**config.mk**
```make
export PLATFORM = sky130hd
export DESIGN_NAME = vga_sync_decoder
export DESIGN_NICKNAME = d
export VERILOG_FILES = /design/src/rtl/vga_pkg.sv /design/src/rtl/sync_edge_detect.sv /design/src/rtl/vga_sync_decoder.sv
export SDC_FILE = /design/constraint.sdc
export NUM_CORES = 1
export LEC_CHECK = 0
export BUFFER_PORTS_ARGS = -buffer_cell sky130_fd_sc_hd__clkbuf_2
export CORE_ASPECT_RATIO = 1.5
export CORE_MARGIN = 2
export CORE_UTILIZATION = 43
export DETAILED_ROUTE_END_ITERATION = 10
export GPL_ROUTABILITY_DRIVEN = 0
export GPL_TIMING_DRIVEN = 0
export PLACE_DENSITY = 0.69
export SLEW_MARGIN = 10
export SYNTH_ARGS = -nofsm -noshare
export SYNTH_HDL_FRONTEND = slang
export SYNTH_SLANG_ARGS = --single-unit
export TNS_END_PERCENT = 100
```
**constraint.sdc**
```tcl
create_clock -name clk -period 8.2 [get_ports clk]
set_input_delay 0.41 -clock clk [delete_from_list [all_inputs] [get_ports clk]]
set_output_delay 0.41 -clock clk [all_outputs]
set_load 0.005 [all_outputs]
```
**src/rtl/vga_pkg.sv**
```systemverilog
// vga_pkg: shared 640x480@60 geometry, FSM encoding and pixel types
// for the VGA sync decoder.
package vga_pkg;

    localparam int H_TOTAL  = 800;
    localparam int H_ACTIVE = 640;
    localparam int V_TOTAL  = 525;
    localparam int V_ACTIVE = 480;

    localparam logic [1:0] SEARCH = 2'd0;
    localparam logic [1:0] TRACK  = 2'd1;
    localparam logic [1:0] LOCKED = 2'd2;

    typedef struct packed {
        logic [7:0] r;
        logic [7:0] g;
        logic [7:0] b;
    } rgb_t;

    function automatic logic [31:0] rgb_sum(input rgb_t p);
        return {24'd0, p.r} + {24'd0, p.g} + {24'd0, p.b};
    endfunction

endpackage

```
**src/rtl/sync_edge_detect.sv**
```systemverilog
// sync_edge_detect: normalises a sync input to active-high and
// flags the first cycle of each assertion.
module sync_edge_detect #(
    parameter bit ACTIVE_LOW = 1'b1
) (
    input  logic clk,
    input  logic rst_n,
    input  logic sync_in,
    output logic rise
);

    logic level;
    logic prev;

    assign level = sync_in ^ ACTIVE_LOW;
    assign rise  = level & ~prev;

    // Reset to "asserted" so a sync held active through reset is no edge
    always_ff @(posedge clk or negedge rst_n) begin
        if (!rst_n) begin
            prev <= 1'b1;
        end else begin
            prev <= level;
        end
    end

endmodule

```
**src/rtl/vga_sync_decoder.sv**
```systemverilog
// vga_sync_decoder: recovers pixel coordinates, line/frame geometry,
// lock status and a per-frame checksum from an HS/VS/RGB stream.
module vga_sync_decoder
    import vga_pkg::*;
#(
    parameter bit HS_ACTIVE_LOW = 1'b1,
    parameter bit VS_ACTIVE_LOW = 1'b1,
    parameter int LOCK_FRAMES   = 2
) (
    input  logic        clk,
    input  logic        rst_n,
    input  logic        hs,
    input  logic        vs,
    input  logic        blank_n,
    input  logic [7:0]  r,
    input  logic [7:0]  g,
    input  logic [7:0]  b,
    output logic        pixel_valid,
    output logic [9:0]  column,
    output logic [9:0]  row,
    output logic [7:0]  pix_r,
    output logic [7:0]  pix_g,
    output logic [7:0]  pix_b,
    output logic        frame_start,
    output logic [11:0] line_len,
    output logic [10:0] h_active,
    output logic [10:0] v_total,
    output logic [10:0] v_active,
    output logic [31:0] frame_sum,
    output logic        locked,
    output logic        sync_error
);

    logic        s1_hs;
    logic        s1_vs;
    logic        s1_blank_n;
    rgb_t        s1_pix;

    always_ff @(posedge clk or negedge rst_n) begin
        if (!rst_n) begin
            s1_hs      <= HS_ACTIVE_LOW;
            s1_vs      <= VS_ACTIVE_LOW;
            s1_blank_n <= 1'b0;
            s1_pix     <= '0;
        end else begin
            s1_hs      <= hs;
            s1_vs      <= vs;
            s1_blank_n <= blank_n;
            s1_pix     <= '{r: r, g: g, b: b};
        end
    end

    logic hs_rise;
    logic vs_rise;

    sync_edge_detect #(.ACTIVE_LOW(HS_ACTIVE_LOW)) u_hs_edge (
        .clk     (clk),
        .rst_n   (rst_n),
        .sync_in (s1_hs),
        .rise    (hs_rise)
    );

    sync_edge_detect #(.ACTIVE_LOW(VS_ACTIVE_LOW)) u_vs_edge (
        .clk     (clk),
        .rst_n   (rst_n),
        .sync_in (s1_vs),
        .rise    (vs_rise)
    );

    logic [11:0] h_cnt;
    logic [10:0] act_cnt;
    logic [10:0] v_cnt;
    logic [10:0] row_cnt;
    logic [31:0] sum_acc;
    logic        seen_vs;
    logic        seen_hs;
    logic [11:0] line_len_q;
    logic [10:0] h_active_q;
    logic [10:0] v_total_q;
    logic [10:0] v_active_q;
    logic [31:0] frame_sum_q;

    logic [10:0] cur_act;
    logic [10:0] cur_row;
    logic        line_act;
    logic        row_inc;
    logic        h_sat;
    logic [31:0] pix_add;
    logic [11:0] meas_len;

    assign line_act = act_cnt != 11'd0;
    assign row_inc  = hs_rise && line_act;
    assign cur_act  = hs_rise ? 11'd0 : act_cnt;
    assign cur_row  = vs_rise ? 11'd0 :
                      row_inc ? row_cnt + 11'd1 : row_cnt;
    assign h_sat    = h_cnt == 12'hFFF;
    assign pix_add  = s1_blank_n ? rgb_sum(s1_pix) : 32'd0;
    assign meas_len = hs_rise ? h_cnt : line_len_q;

    // Measurements latch only once a full line/frame has been seen
    always_ff @(posedge clk or negedge rst_n) begin
        if (!rst_n) begin
            h_cnt       <= '0;
            act_cnt     <= '0;
            v_cnt       <= '0;
            row_cnt     <= '0;
            sum_acc     <= '0;
            seen_vs     <= 1'b0;
            seen_hs     <= 1'b0;
            line_len_q  <= '0;
            h_active_q  <= '0;
            v_total_q   <= '0;
            v_active_q  <= '0;
            frame_sum_q <= '0;
        end else begin
            act_cnt <= cur_act + {10'd0, s1_blank_n};
            row_cnt <= cur_row;
            if (hs_rise) begin
                h_cnt   <= 12'd1;
                seen_hs <= 1'b1;
                if (seen_hs && seen_vs) begin
                    line_len_q <= h_cnt;
                    if (line_act) begin
                        h_active_q <= act_cnt;
                    end
                end
            end else if (!h_sat) begin
                h_cnt <= h_cnt + 12'd1;
            end
            if (vs_rise) begin
                v_cnt   <= hs_rise ? 11'd1 : 11'd0;
                seen_vs <= 1'b1;
                sum_acc <= pix_add;
                if (seen_vs) begin
                    v_total_q   <= v_cnt;
                    v_active_q  <= row_cnt + {10'd0, row_inc};
                    frame_sum_q <= sum_acc;
                end
            end else begin
                sum_acc <= sum_acc + pix_add;
                if (hs_rise && v_cnt != 11'h7FF) begin
                    v_cnt <= v_cnt + 11'd1;
                end
            end
        end
    end

    logic [1:0]  state;
    logic [1:0]  state_n;
    logic [3:0]  match_cnt;
    logic [3:0]  match_n;
    logic [11:0] ref_len;
    logic [11:0] ref_len_n;
    logic [10:0] ref_vtot;
    logic [10:0] ref_vtot_n;
    logic        ref_valid;
    logic        ref_valid_n;
    logic        err;
    logic        err_q;
    logic        ref_hit;

    assign ref_hit = ref_valid && meas_len == ref_len &&
                     v_cnt == ref_vtot;

    // The frame that set the reference counts as the first stable frame
    always_comb begin
        state_n     = state;
        match_n     = match_cnt;
        ref_len_n   = ref_len;
        ref_vtot_n  = ref_vtot;
        ref_valid_n = ref_valid;
        err         = 1'b0;
        if (h_sat) begin
            err         = state == LOCKED;
            state_n     = SEARCH;
            match_n     = '0;
            ref_valid_n = 1'b0;
        end else begin
            unique case (1'b1)
                state == SEARCH: begin
                    if (vs_rise) begin
                        state_n     = TRACK;
                        match_n     = '0;
                        ref_valid_n = 1'b0;
                    end
                end
                state == TRACK: begin
                    if (vs_rise && ref_hit) begin
                        match_n = match_cnt + 4'd1;
                        if (int'(match_cnt) + 2 >= LOCK_FRAMES) begin
                            state_n = LOCKED;
                        end
                    end else if (vs_rise) begin
                        ref_len_n   = meas_len;
                        ref_vtot_n  = v_cnt;
                        ref_valid_n = 1'b1;
                        match_n     = '0;
                    end
                end
                state == LOCKED: begin
                    if ((hs_rise && h_cnt != ref_len) ||
                        (vs_rise && v_cnt != ref_vtot)) begin
                        err     = 1'b1;
                        state_n = TRACK;
                        match_n = '0;
                    end
                end
                default: begin
                    state_n = SEARCH;
                end
            endcase
        end
    end

    always_ff @(posedge clk or negedge rst_n) begin
        if (!rst_n) begin
            state     <= SEARCH;
            match_cnt <= '0;
            ref_len   <= '0;
            ref_vtot  <= '0;
            ref_valid <= 1'b0;
            err_q     <= 1'b0;
        end else begin
            state     <= state_n;
            match_cnt <= match_n;
            ref_len   <= ref_len_n;
            ref_vtot  <= ref_vtot_n;
            ref_valid <= ref_valid_n;
            err_q     <= err;
        end
    end

    always_ff @(posedge clk or negedge rst_n) begin
        if (!rst_n) begin
            pixel_valid <= 1'b0;
            column      <= '0;
            row         <= '0;
            pix_r       <= '0;
            pix_g       <= '0;
            pix_b       <= '0;
            frame_start <= 1'b0;
            line_len    <= '0;
            h_active    <= '0;
            v_total     <= '0;
            v_active    <= '0;
            frame_sum   <= '0;
            locked      <= 1'b0;
            sync_error  <= 1'b0;
        end else begin
            pixel_valid <= s1_blank_n && (seen_vs || vs_rise);
            column      <= cur_act[9:0];
            row         <= cur_row[9:0];
            pix_r       <= s1_pix.r;
            pix_g       <= s1_pix.g;
            pix_b       <= s1_pix.b;
            frame_start <= vs_rise;
            line_len    <= line_len_q;
            h_active    <= h_active_q;
            v_total     <= v_total_q;
            v_active    <= v_active_q;
            frame_sum   <= frame_sum_q;
            locked      <= state == LOCKED;
            sync_error  <= err_q;
        end
    end

endmodule

```
* Word-level counts from Yosys, hierarchy flattened
Cells that the tools add are included.
** Storage, ports and cells
- Output and inout port bits :: 125
- Input bits :: 29
- Logic and storage cells :: 128
- Register bits :: 331
** Cells by class
- Eq/ne operators :: 15
- Reductions and logical operators :: 24
- Order comparisons :: 1
- Muxes and demuxes :: 30
- Bitwise gates (word level) :: 8
- $add $sub $neg :: 10
** Operators by type and width (count)
- $mux W11 :: 5
- $mux W12 :: 3
- $add A32 B10 Y32 :: 1
- $mux W32 :: 1
- $add A11 B1 Y11 :: 2
- $add A11 B1 Y11 const B :: 2
- $mux W4 :: 4
- $add A12 B1 Y12 const B :: 1
- $eq A12 B12 Y1 :: 1
- $eq A12 B12 Y1 const B :: 1
- $ne A12 B12 Y1 :: 1
- $ne A3 B3 Y1 const B :: 4
- $pmux W4 S3 :: 1
- $reduce_and A4 Y1 :: 3
- $eq A11 B11 Y1 :: 1
- $ne A11 B11 Y1 :: 1
- $ne A11 B11 Y1 const B :: 1
- $reduce_bool A11 Y1 :: 1
- $add A9 B8 Y10 :: 1
- $mux W10 :: 1
- $mux W2 :: 5
- $add A8 B8 Y9 :: 1
- $logic_and A1 B1 Y1 :: 9
- $mux W1 :: 8
- 18 further kinds :: 29

* Depth between registers and ports, before layout
Gate-level depths: netlist of run 1.
- Word-level depth :: 10
- Mapped depth :: 21
- Depth with buffers taken out :: 21

* Hierarchy
A second synthesis of run 1 with hierarchy kept.
** Unflattened totals
- Cell total of the unflattened synthesis :: 1056
- Area, all modules :: 13296.5 um2
** Modules (own cells, without submodules)
- vga_sync_decoder :: sequential area each 8235.4 um2, cells an instance 1050, area each 13228.9 um2, instances 1
- sync_edge_detect :: sequential area each 26.3 um2, cells an instance 3, area each 33.8 um2, instances 2

* Worst setup path before layout of run 1
OpenSTA, ideal clock, no wires.
- Path kind :: reg2reg
- Start point :: reg s1_pix[1] (netlist bit)
- End point :: reg sum_acc[26]
- Period minus slack after synthesis :: 4.067 ns
- Arrival :: 3.947 ns
- Required time :: 8.080 ns
- Path buffers :: 0
- Path slack :: 4.133 ns
- Setup time :: 0.120 ns
- Stages on the path, launching flop included :: 19
- Path through :: dfrtp_1 -> inv_1 -> fa_1 -> inv_1 -> ha_1 -> inv_1 -> fa_1 -> nor2b_1 -> o21ai_0 -> nand2b_1 -> a21o_1 -> a21o_1 -> xor2_1 -> and2_1 -> ha_1 -> or3_1 -> o31ai_1 -> a21oi_1 -> a31o_2
** Between the ends
- Word-level cells in the longest chain between the ends :: 4
** Ends and longest elaborated chain
- start: declaration :: line vga_sync_decoder.sv:37 : rgb_t s1_pix;
- start signal: assignment :: line vga_sync_decoder.sv:49 : s1_pix <= '{r: r, g: g, b: b};
- $add A9 B8 Y10 :: line vga_pkg.sv:21 : return {24'd0, p.r} + {24'd0, p.g} + {24'd0, p.b};
- $mux W10 :: line vga_sync_decoder.sv:97 : assign pix_add = s1_blank_n ? rgb_sum(s1_pix) : 32'd0;
- $add A32 B10 Y32 :: line vga_sync_decoder.sv:140 : sum_acc <= sum_acc + pix_add;
- $mux W32 :: line vga_sync_decoder.sv:130 : if (vs_rise) begin
- end signal: assignment :: line vga_sync_decoder.sv:133 : sum_acc <= pix_add;
- end signal: assignment :: line vga_sync_decoder.sv:140
- end: declaration :: line vga_sync_decoder.sv:74 : logic [31:0] sum_acc;
Every way passes these cells.
A chain may end at the register's enable or synchronous reset.

* Worst setup path after layout of run 1
- Start point :: reg s1_pix[2] (netlist bit)
- End point :: reg sum_acc[31]
The elaborated chain is that of the path after synthesis.

==> qor.txt, run 1 <==
outcome: completed
ant diodes: 0
Final min period: 4491 ps
final hold slack: 351.4 ps
measured slew at the worst slew-check pin: 1040 ps
Post-DP HPWL: 19210 um
Min-Delay Startpoint: err_q
Antenna Violating Nets Remaining: 0
Slew Limit Fails: 0
CP max FO: 9
syn_nets: 1139
combinational power share: 0.183
Yosys top cell area share: 0.6061
layout cells sized above 1: 0.2456
Mapped Area: 13500 um^2
pwr dens: 269.4 nW/um^2
Synth Warn #: 0
DRC Markers: 0
CTS tree: done
CP required: 8630 ps
RSZ-0062 raised after global routing: no
Worst-path clk slew: 70 ps
Layout area overhead: 20.95%
grt total ovfl: 0
I/O Pins: 154
Core Region: 30940 um^2
cts bufs inserted: 31
Synth area leaders: dfrtp_1 (61%), mux2_2 (5.6%), xor2_1 (3.2%)
Routed WL per cell: 16.17 um
Setup CP Type: reg2reg
H-tree Lvls: 1
total global-route track usage: 0.1740
final setup vio count: 0
initial antenna violation count: 0
via/cell ratio: 5.041
final instance area: 16330 um^2
placed instance area: 14870 um^2
num rows: 79
via count: 8650
post-CTS setup repair buffer count: 0
Non-Filler Instances: 1716
Switching Share: 0.2708
final core occ: 0.5278
Post-synth EDFFs: 0
dpl cells: 1631
Max Cap Viol: 0
relative slew slack: 0.3014
Yosys reg bits: 331
Starting Density: 0.4364
initial drt markers: 374
Horiz. Die Dim: 148.7 um
Critical Path AT: 4920 ps
synthesized area per cell: 12.62 um^2
period utilization: 0.5476
cell taking the most area after synthesis: dfrtp_1
number of global-route vias before repair: 9051
Max Freq: 222.7 MHz
final hold vios: 0
first-pass GRT wire length: 46150 um
worst hold path class: reg2reg
Main synth FF type: dfrtp_1
sequential share of power: 0.448
die span in y: 221.0 um
VDD IR-drop max: 194.8 uV
Root Driver: clkbuf_16
largest net degree at the start of global routing: 109
register area share after synthesis: 0.6139
# clock sinks: 331
Worst R2R Start: s1_pix[2]
critical path capture point type: register
Net Switching: 1.191 mW
Synth Instances: 1070
Setup TNS: 0 ps
CP startpoint kind: register
Max Buffers Root-to-Sink: 3
Internal: 3.208 mW
power share of the clock group: 0.368
clk_lat worst skew: 580 ps
Unique masters post-synth: 66
port bufs: 153
Die ar.: 32860 um^2
crit path launch: s1_pix[2]
final wirelength: 27750 um
nets@finish: 1356
async set or reset register ratio after synthesis: 1.000
clk_skew: 23.65 ps
drt pass-1 iters: 4
Leakage: 7.929 nW
[worst max-delay path, cell delays in order, from the launching register on]
cell and delay [ps]:
dfrtp_1 400, fa_1 510, ha_1 310, a21o_1 160, a21oi_1 210, o21bai_1 120
a2111oi_0 540, nor3_1 210, xor2_1 170, and2_1 180, ha_1 340, o21ai_0 120
o21ai_1 650, nand3_1 210, xor2_1 170, nor2_1 50
[path summary, 6_finish.rpt]
| check | end | slack, ps | cells past startpoint |
|---|---|---|---|
| worst max-delay path | sum_acc[31] | 3710 | 15 |
| worst max register to register | sum_acc[31] | 3710 | 15 |
| min in group asynchronous | pix_b[3] | 420 | 2 |
| worst min-delay path | sync_error | 350 | 0 |
| max in group asynchronous | line_len[5] | 6380 | 4 |
| worst min register to register | sync_error | 350 | 0 |
[layout make-up]
| type | instances | area [um^2] |
|---|---|---|
| inverters | 41 | 153.9 |
| clock inverters | 20 | 341.6 |
| multi-input cells | 645 | 4796 |
| repair buffers | 184 | 1137 |
| fillers | 2610 | 14610 |
| flip-flops and latches | 331 | 8288 |
| clock buffers | 37 | 838.3 |
| plain buffers | 53 | 267.8 |
| well taps | 405 | 506.7 |
[Yosys cell counts (6+ instances only)]
| library cell | number |
|---|---|
| a21oi_1 | 34 |
| mux2_2 | 67 |
| nand4_1 | 13 |
| fa_1 | 10 |
| o21ai_0 | 28 |
| and3_1 | 13 |
| clkbuf_1 | 32 |
| inv_1 | 41 |
| xor2_1 | 50 |
| and2_1 | 22 |
| nor2_1 | 85 |
| nor3_1 | 11 |
| nand2b_1 | 9 |
| dfrtp_1 | 327 |
| or3_1 | 6 |
| mux2_4 | 12 |
| xnor2_1 | 46 |
| nor4_1 | 8 |
| buf_1 | 6 |
| buf_4 | 10 |
| mux2i_1 | 16 |
| nor2b_1 | 9 |
| nand2_1 | 57 |
| ha_1 | 30 |
| nand3_1 | 35 |
[stage by stage]
step	total power, mW	setup WS (ps)
CTS	4.459	3620
global placement	2.772	-191.0
global route	4.634	3379
floorplan	2.507	4133
detailed placement	2.800	3765
finish	4.399	3709
[flip-flops by register name, summed over array words and instances, names as in the netlist, 10 cells and up]
| signal | flops |
|---|---|
| line_len | 12 |
| frame_sum_q | 32 |
| act_cnt | 11 |
| v_active_q | 11 |
| v_active | 11 |
| column | 10 |
| v_cnt | 11 |
| row_cnt | 11 |
| h_active_q | 11 |
| h_cnt | 12 |
| line_len_q | 12 |
| sum_acc | 32 |
| h_active | 11 |
| v_total_q | 11 |
| s1_pix | 24 |
| frame_sum | 32 |
| ref_vtot | 11 |
| ref_len | 12 |
| v_total | 11 |
[cell usage in the layout, fill, tap and decap left out, types with 30 or more instances in the layout]
cell type and instances:
clkbuf_16 31, xor2_1 50, nand3_1 35, xnor2_1 46
nor2_1 85, inv_1 41, mux2_2 67, a21oi_1 34
dfrtp_1 327, clkbuf_2 153, ha_1 30, clkbuf_1 34
nand2_1 57
[layer usage]
layer,wire length [um],global-route usage
met1,10740,0.1988
met2,15010,0.3233
met3,1072,0.02577
met4,933,0.06790
met5,0,0
[power by group through the flow]
| stage | sequential, mW | clock [mW] | combinational [mW] |
|---|---|---|---|
| floorplan | 1.97 | 0 | 0.533 |
| global placement | 2.00 | 0 | 0.774 |
| detailed placement | 2.00 | 0 | 0.799 |
| CTS | 1.97 | 1.67 | 0.818 |
| global route | 2.00 | 1.73 | 0.901 |
| finish | 1.97 | 1.62 | 0.806 |
[cell families after synthesis]
logic type / after synthesis / share of synthesized area
buffers and inverters: 94 / 0.03123
muxes: 100 / 0.08545
and+or+nand+nor: 288 / 0.1057
xor gates and xnor gates: 96 / 0.06228
DFF: 331 / 0.6139
adders and majority gates: 40 / 0.04263
AOI/OAI and AO/OA: 121 / 0.05876
[what timing repair did]
| item | CTS | global route |
|---|---|---|
| gates resized for setup | 0 | 0 |
| endpoints found under the hold margin | 100 | 0 |
| hold buffers | 28 | 0 |
Note: power is estimated with default switching activity, not from simulation.
==> inputs of run 2 (changes only) <==
--- a/config.mk
+++ b/config.mk
@@ -5,6 +5,7 @@
 export SDC_FILE = /design/constraint.sdc
 export NUM_CORES = 1
 export LEC_CHECK = 0
+export ABC_AREA = 1
 export BUFFER_PORTS_ARGS = -buffer_cell sky130_fd_sc_hd__clkbuf_2
 export CORE_ASPECT_RATIO = 1.5
 export CORE_MARGIN = 2
@@ -12,7 +13,7 @@
 export DETAILED_ROUTE_END_ITERATION = 10
 export GPL_ROUTABILITY_DRIVEN = 0
 export GPL_TIMING_DRIVEN = 0
-export PLACE_DENSITY = 0.69
+export PLACE_DENSITY = 0.71
 export SLEW_MARGIN = 10
 export SYNTH_ARGS = -nofsm -noshare
 export SYNTH_HDL_FRONTEND = slang
==> constraint.sdc (replaced) <==
create_clock -name clk -period 3.9 [get_ports clk]
set_input_delay 0.195 -clock clk [delete_from_list [all_inputs] [get_ports clk]]
set_output_delay 0.195 -clock clk [all_outputs]
set_load 0.005 [all_outputs]
==> run 2 against run 1 <==
Compared with the run above: clock skew grew 3.9 ps; largest cell class unchanged; global-route usage grew 2.7 points; fmax grew 16%; hold slack lost 160 ps; synthesized cell count grew 35%; non-clock buffer count grew 3; sequential power grew 120%; critical path depth grew 5.
==> qor.txt, run 2 <==
outcome: completed
final hold vios: 0
clk_lat worst skew: 580 ps
biggest regs: frame_sum (32), frame_sum_q (32), sum_acc (32)
CTS tree: done
Crit path largest cell delay: 490 ps
register area share after synthesis: 0.6010
drt pass-1 iters: 5
Synth Instances: 1444
syn_nets: 1513
pwr dens: 576.6 nW/um^2
WP buf/inv: 0
Worst R2R Start: s1_pix[4]
total global-route track usage: 0.2006
cell taking the most area after synthesis: dfrtp_1
Horiz. Die Dim: 150.2 um
Antenna Violating Nets Remaining: 0
period utilization: 0.9946
Worst-path clk slew: 70 ps
measured slew at the worst slew-check pin: 701.5 ps
Core Region: 31730 um^2
via count: 10546
R2R Setup Slk: 20 ps
Unique masters post-synth: 44
slowest CP cell: fa_1
Critical Path, Cell by Cell: fa_1 -> ha_1 -> a21oi_1 -> nand2_2 -> nand2_2 -> nand2_2 -> a21oi_4 -> nor2_1 -> o21ai_1 -> nor2_2 -> ha_1 -> nand2_2 -> nor2_4 -> nand4_1 -> o21ai_4 -> nand2_4 -> nor2_4 -> nand2_1 -> o21ai_1 -> nor2_1
worst hold path class: in2async
initial antenna violation count: 0
final core occ: 0.5297
async set or reset register ratio after synthesis: 1.000
initial drt markers: 594
Mapped Area: 13790 um^2
Post-DP HPWL: 23500 um
Slew Limit Fails: 0
Worst Reg-to-Reg Cells: 20
commonest cells after routing, fill and taps aside: nand2_1 (373), dfrtp_1 (327), clkbuf_2 (152)
ant diodes: 0
Fill cells: 2760
RSZ-0062 raised after global routing: yes
I/O Pins: 154
Synth top cells by count: nand2_1 (380), dfrtp_1 (327), inv_1 (152)
Non-Filler Instances: 2104
nets@finish: 1742
final hold slack: 195.4 ps
relative slew slack: 0.5324
Setup CP Type: reg2reg
cts bufs inserted: 31
port bufs: 153
Routed WL per cell: 15.73 um
grt total ovfl: 0
Leakage: 8.301 nW
Max Buffers Root-to-Sink: 3
multi-input gate area in the final layout: 4778 um^2
critical path capture point type: register
final setup vio count: 0
Main synth FF type: dfrtp_1
commonest non-fill, non-tap cell in the layout: nand2_1
Root Driver: clkbuf_16
Critical Path AT: 4340 ps
final wirelength: 33090 um
via/cell ratio: 5.012
Worst path most repeated cell: nand2_2
synthesized area per cell: 9.549 um^2
first-pass GRT wire length: 53540 um
CP max FO: 6
most numerous cell in the Yosys netlist: nand2_1
DRC Markers: 0
num rows: 80
die span in y: 223.3 um
Post-synth EDFFs: 0
Max Freq: 257.8 MHz
Yosys reg bits: 331
crit-path leading delay family: adder cells
VDD IR-drop max: 376.0 uV
# clock sinks: 331
CP required: 4360 ps
H-tree Lvls: 1
Yosys top cell area share: 0.5934
clk_skew: 27.51 ps
Die ar.: 33550 um^2
Reg area: 8288 um^2
Max Cap Viol: 0
CP startpoint kind: register
number of global-route vias before repair: 10936
largest net degree at the start of global routing: 105
Starting Density: 0.4346
dpl cells: 2010
Layout area overhead: 21.89%
Synth area leaders: dfrtp_1 (59%), nand2_1 (10%), inv_1 (4.1%)
Setup TNS: 0 ps
Synth Warn #: 0
Final min period: 3879 ps
layout cells sized above 1: 0.1753
capture point of the worst reg-to-reg path: sum_acc[25]
==> run 2: cell types whose count changed in the layout (fill, tap and decap cells not counted), moves of 15 or more <==
cell and change:
nand2_1 +316, inv_1 +107, o21ai_0 +69, mux2_2 -66, xnor2_1 -33, o21ai_1 +28
xor2_1 -27, nand3_1 +26, and2_1 -22, a21oi_1 +20, mux2i_1 -16, nor3_1 +15
==> run 2: report_power, final <==
group	internal, mW	total, mW	switching, mW
clock network	2.12	3.40	1.28
logic	0.778	2.01	1.24
registers	3.95	4.27	0.325
==> run 2: kinds of logic after synthesis <==
logic type	share of synthesized area
flops	0.6010
fa+ha+maj	0.04174
buf+inv	0.06107
mux	0.0008166
compound gates	0.07940
xor+xnor	0.02287
simple gates	0.1931
==> run 2: per-stage QoR <==
step	total power [mW]	worst slack (ps)	instance area (um^2)
finish	9.692	21.14	16810
global route	10.24	-221.6	16810
global placement	6.139	-4287	15070
detailed placement	6.217	-237.1	15160
CTS	9.678	17.54	16650
floorplan	5.490	340.4	13790
==> run 2: what timing repair did <==
item,CTS,global route
pin swaps,2,20
setup endpoints to repair,10,23
gates resized for setup,10,35
setup buffers,2,10
hold endpoints to repair,86,0
hold buffers,28,0
==> run 2: worst reg2reg max path, cell delays in order, from the launching register on <==
cell	delay, ps
dfrtp_1	400
fa_1	490
ha_1	390
a21oi_1	200
nand2_2	100
nand2_2	60
nand2_2	80
a21oi_4	190
nor2_1	70
o21ai_1	150
nor2_2	80
ha_1	350
nand2_2	100
nor2_4	90
nand4_1	150
o21ai_4	290
nand2_4	140
nor2_4	180
nand2_1	70
o21ai_1	130
nor2_1	60
==> run 2: layer usage <==
metal | vias to the layer above | wire [um] | part of all wire | track usage
met1 | 5024 | 12140 | 0.37 | 0.2171
li1 | 5087 | - | - | -
met2 | 332 | 17550 | 0.53 | 0.3694
met5 | - | 0 | 0 | 0
met3 | 103 | 1924 | 0.058 | 0.03947
met4 | 0 | 1481 | 0.045 | 0.09525
==> run 2: worst max-delay path by stage <==
stage	slack, ps	start	cells past startpoint	endpoint
global route	-220	s1_pix[1]	25	sum_acc[25]
detailed placement	-240	s1_pix[1]	25	sum_acc[31]
floorplan	340	s1_pix[1]	24	sum_acc[25]
global placement	-4290	rst_n	1	s1_pix[8]
CTS	20	s1_pix[9]	24	sum_acc[27]
finish	20	s1_pix[4]	20	sum_acc[25]
==> run 2: area by class of cell <==
class / instances / share of cell area
Inverter: 155 / 0.03461
Timing Repair Buffer: 196 / 0.07325
Sequential cell: 331 / 0.4931
Tap cell: 410 / 0.03052
Clock buffer: 43 / 0.05360
Clock inverter: 11 / 0.01519
Multi-Input combinational cell: 914 / 0.2843
Buffer: 44 / 0.01548
==> inputs of run 3 (changes only) <==
--- a/config.mk
+++ b/config.mk
@@ -13,7 +13,7 @@
 export DETAILED_ROUTE_END_ITERATION = 10
 export GPL_ROUTABILITY_DRIVEN = 0
 export GPL_TIMING_DRIVEN = 0
-export PLACE_DENSITY = 0.71
+export PLACE_DENSITY = 0.66
 export SLEW_MARGIN = 10
 export SYNTH_ARGS = -nofsm -noshare
 export SYNTH_HDL_FRONTEND = slang
==> run 3 against run 2 <==
Compared with the run above: non-clock buffer count increased by 5; routed wire length down 0.24%; clock power fell by 18%; global-route usage increased by 0.16 points; register-to-register slack better by 80 ps; final cell count increased by 0.29%; fmax is 2.0% higher; sequential share of layout area up 0.58 points; cell area fell by 1.2%; utilization fell by 0.62 points; clock-buffer cell count increased by 4; power down 6.1%.
==> qor.txt, run 3 (synthesis results as in run 2) <==
period utilization: 0.9748
slowest CP cell: fa_1
largest net degree at the start of global routing: 105
relative slew slack: 0.4761
grt total ovfl: 0
Leakage: 8.210 nW
biggest regs: frame_sum (32), frame_sum_q (32), sum_acc (32)
layout cells sized above 1: 0.1753
CTS tree: done
Horiz. Die Dim: 150.2 um
CP startpoint kind: register
via/cell ratio: 4.991
via count: 10531
Max Cap Viol: 0
initial antenna violation count: 0
Final min period: 3802 ps
clk_lat worst skew: 580 ps
final core occ: 0.5235
DRC Markers: 0
final setup vio count: 0
I/O Pins: 154
VDD IR-drop max: 362.4 uV
Routed WL per cell: 15.65 um
CP max FO: 5
outcome: completed
Crit path largest cell delay: 470 ps
Layout area overhead: 20.47%
ant diodes: 0
Starting Density: 0.4346
Slew Limit Fails: 0
critical path capture point type: register
Core Region: 31730 um^2
Max Buffers Root-to-Sink: 3
nets@finish: 1747
# clock sinks: 331
commonest cells after routing, fill and taps aside: nand2_1 (374), dfrtp_1 (327), clkbuf_2 (152)
clk_skew: 15.47 ps
num rows: 80
total power: 9.103 mW
die span in y: 223.3 um
Max Freq: 263.0 MHz
crit-path leading delay family: simple AND/OR/NAND/NOR gates
placed instance area: 15160 um^2
commonest non-fill, non-tap cell in the layout: nand2_1
RSZ-0062 raised after global routing: yes
final hold vios: 0
Post-DP HPWL: 23840 um
final instance area: 16610 um^2
Critical Path AT: 4260 ps
final wirelength: 33010 um
total global-route track usage: 0.2023
first-pass GRT wire length: 53960 um
initial drt markers: 558
CP required: 4350 ps
measured slew at the worst slew-check pin: 785.9 ps
Worst-path clk slew: 60 ps
H-tree Lvls: 1
WP buf/inv: 4
Die ar.: 33550 um^2
Setup WS post-layout: 98.39 ps
Place WS: -418.3 ps
drt pass-1 iters: 6
Antenna Violating Nets Remaining: 0
Fill cells: 2811
cts bufs inserted: 31
Root Driver: clkbuf_16
pwr dens: 548.0 nW/um^2
number of global-route vias before repair: 10760
port bufs: 153
Setup TNS: 0 ps
Setup CP Type: reg2reg
worst hold path class: in2async
## run 3: cell types whose count changed in the layout (fill, tap and decap cells not counted), sizes merged
cell / previous run / this run
bufinv: 8 / 0
buf: 40 / 45
clkbuf: 215 / 219
clkinv: 3 / 6
clkinvlp: 0 / 1
inv: 155 / 156
## run 3: cell type report
class	count	area, um^2	area share
buffer	44	260.3	0.01567
clock buffer	47	875.8	0.05272
clock inverter	8	46.29	0.002787
inverter	155	581.8	0.03502
multi-input combinational	914	4782	0.2879
sequential	331	8288	0.4989
tap	410	513.0	0.03088
timing repair buffer	201	1265	0.07615
## run 3: layer usage
layer,vias to the layer above,track usage,share of wire
li1,5099,-,-
met1,5068,0.2275,0.37
met2,278,0.3735,0.54
met3,86,0.03354,0.051
met4,0,0.08369,0.041
met5,-,0,0
## run 3: where the power goes
part,internal (mW),switching [mW]
Combinational,0.796,1.22
Sequential,3.95,0.329
Clock,1.54,1.26
Total,6.29,2.82
## run 3: timing repair
| item | 4_1_cts | 5_1_grt |
|---|---|---|
| hold buffers | 28 | 0 |
| endpoints found under the setup margin | 16 | 24 |
| resized for setup | 17 | 27 |
| pin swaps | 8 | 14 |
| setup buffers | 8 | 9 |
| hold endpoints to repair | 92 | 0 |
## run 3: metrics by stage
| step | hold WS, ps | std cells |
|---|---|---|
| floorplan | -100.6 | 1444 |
| global placement | 290.6 | 2007 |
| detailed placement | 223.7 | 2010 |
| CTS | 197.9 | 2101 |
| global route | 233.1 | 2110 |
| finish | 192.7 | 2110 |
## run 3: worst paths after layout
| path | from | end | slack (ps) | depth (start not counted) |
|---|---|---|---|---|
| min reg2reg | err_q | sync_error | 350 | 0 |
| min | rst_n | h_active_q[4] | 190 | 2 |
| max in group asynchronous | rst_n | frame_sum_q[6] | 2440 | 4 |
| max reg2reg | s1_pix[17] | sum_acc[25] | 100 | 25 |
| max | s1_pix[17] | sum_acc[25] | 100 | 25 |
| min in group clk | vs | s1_vs | 260 | 2 |
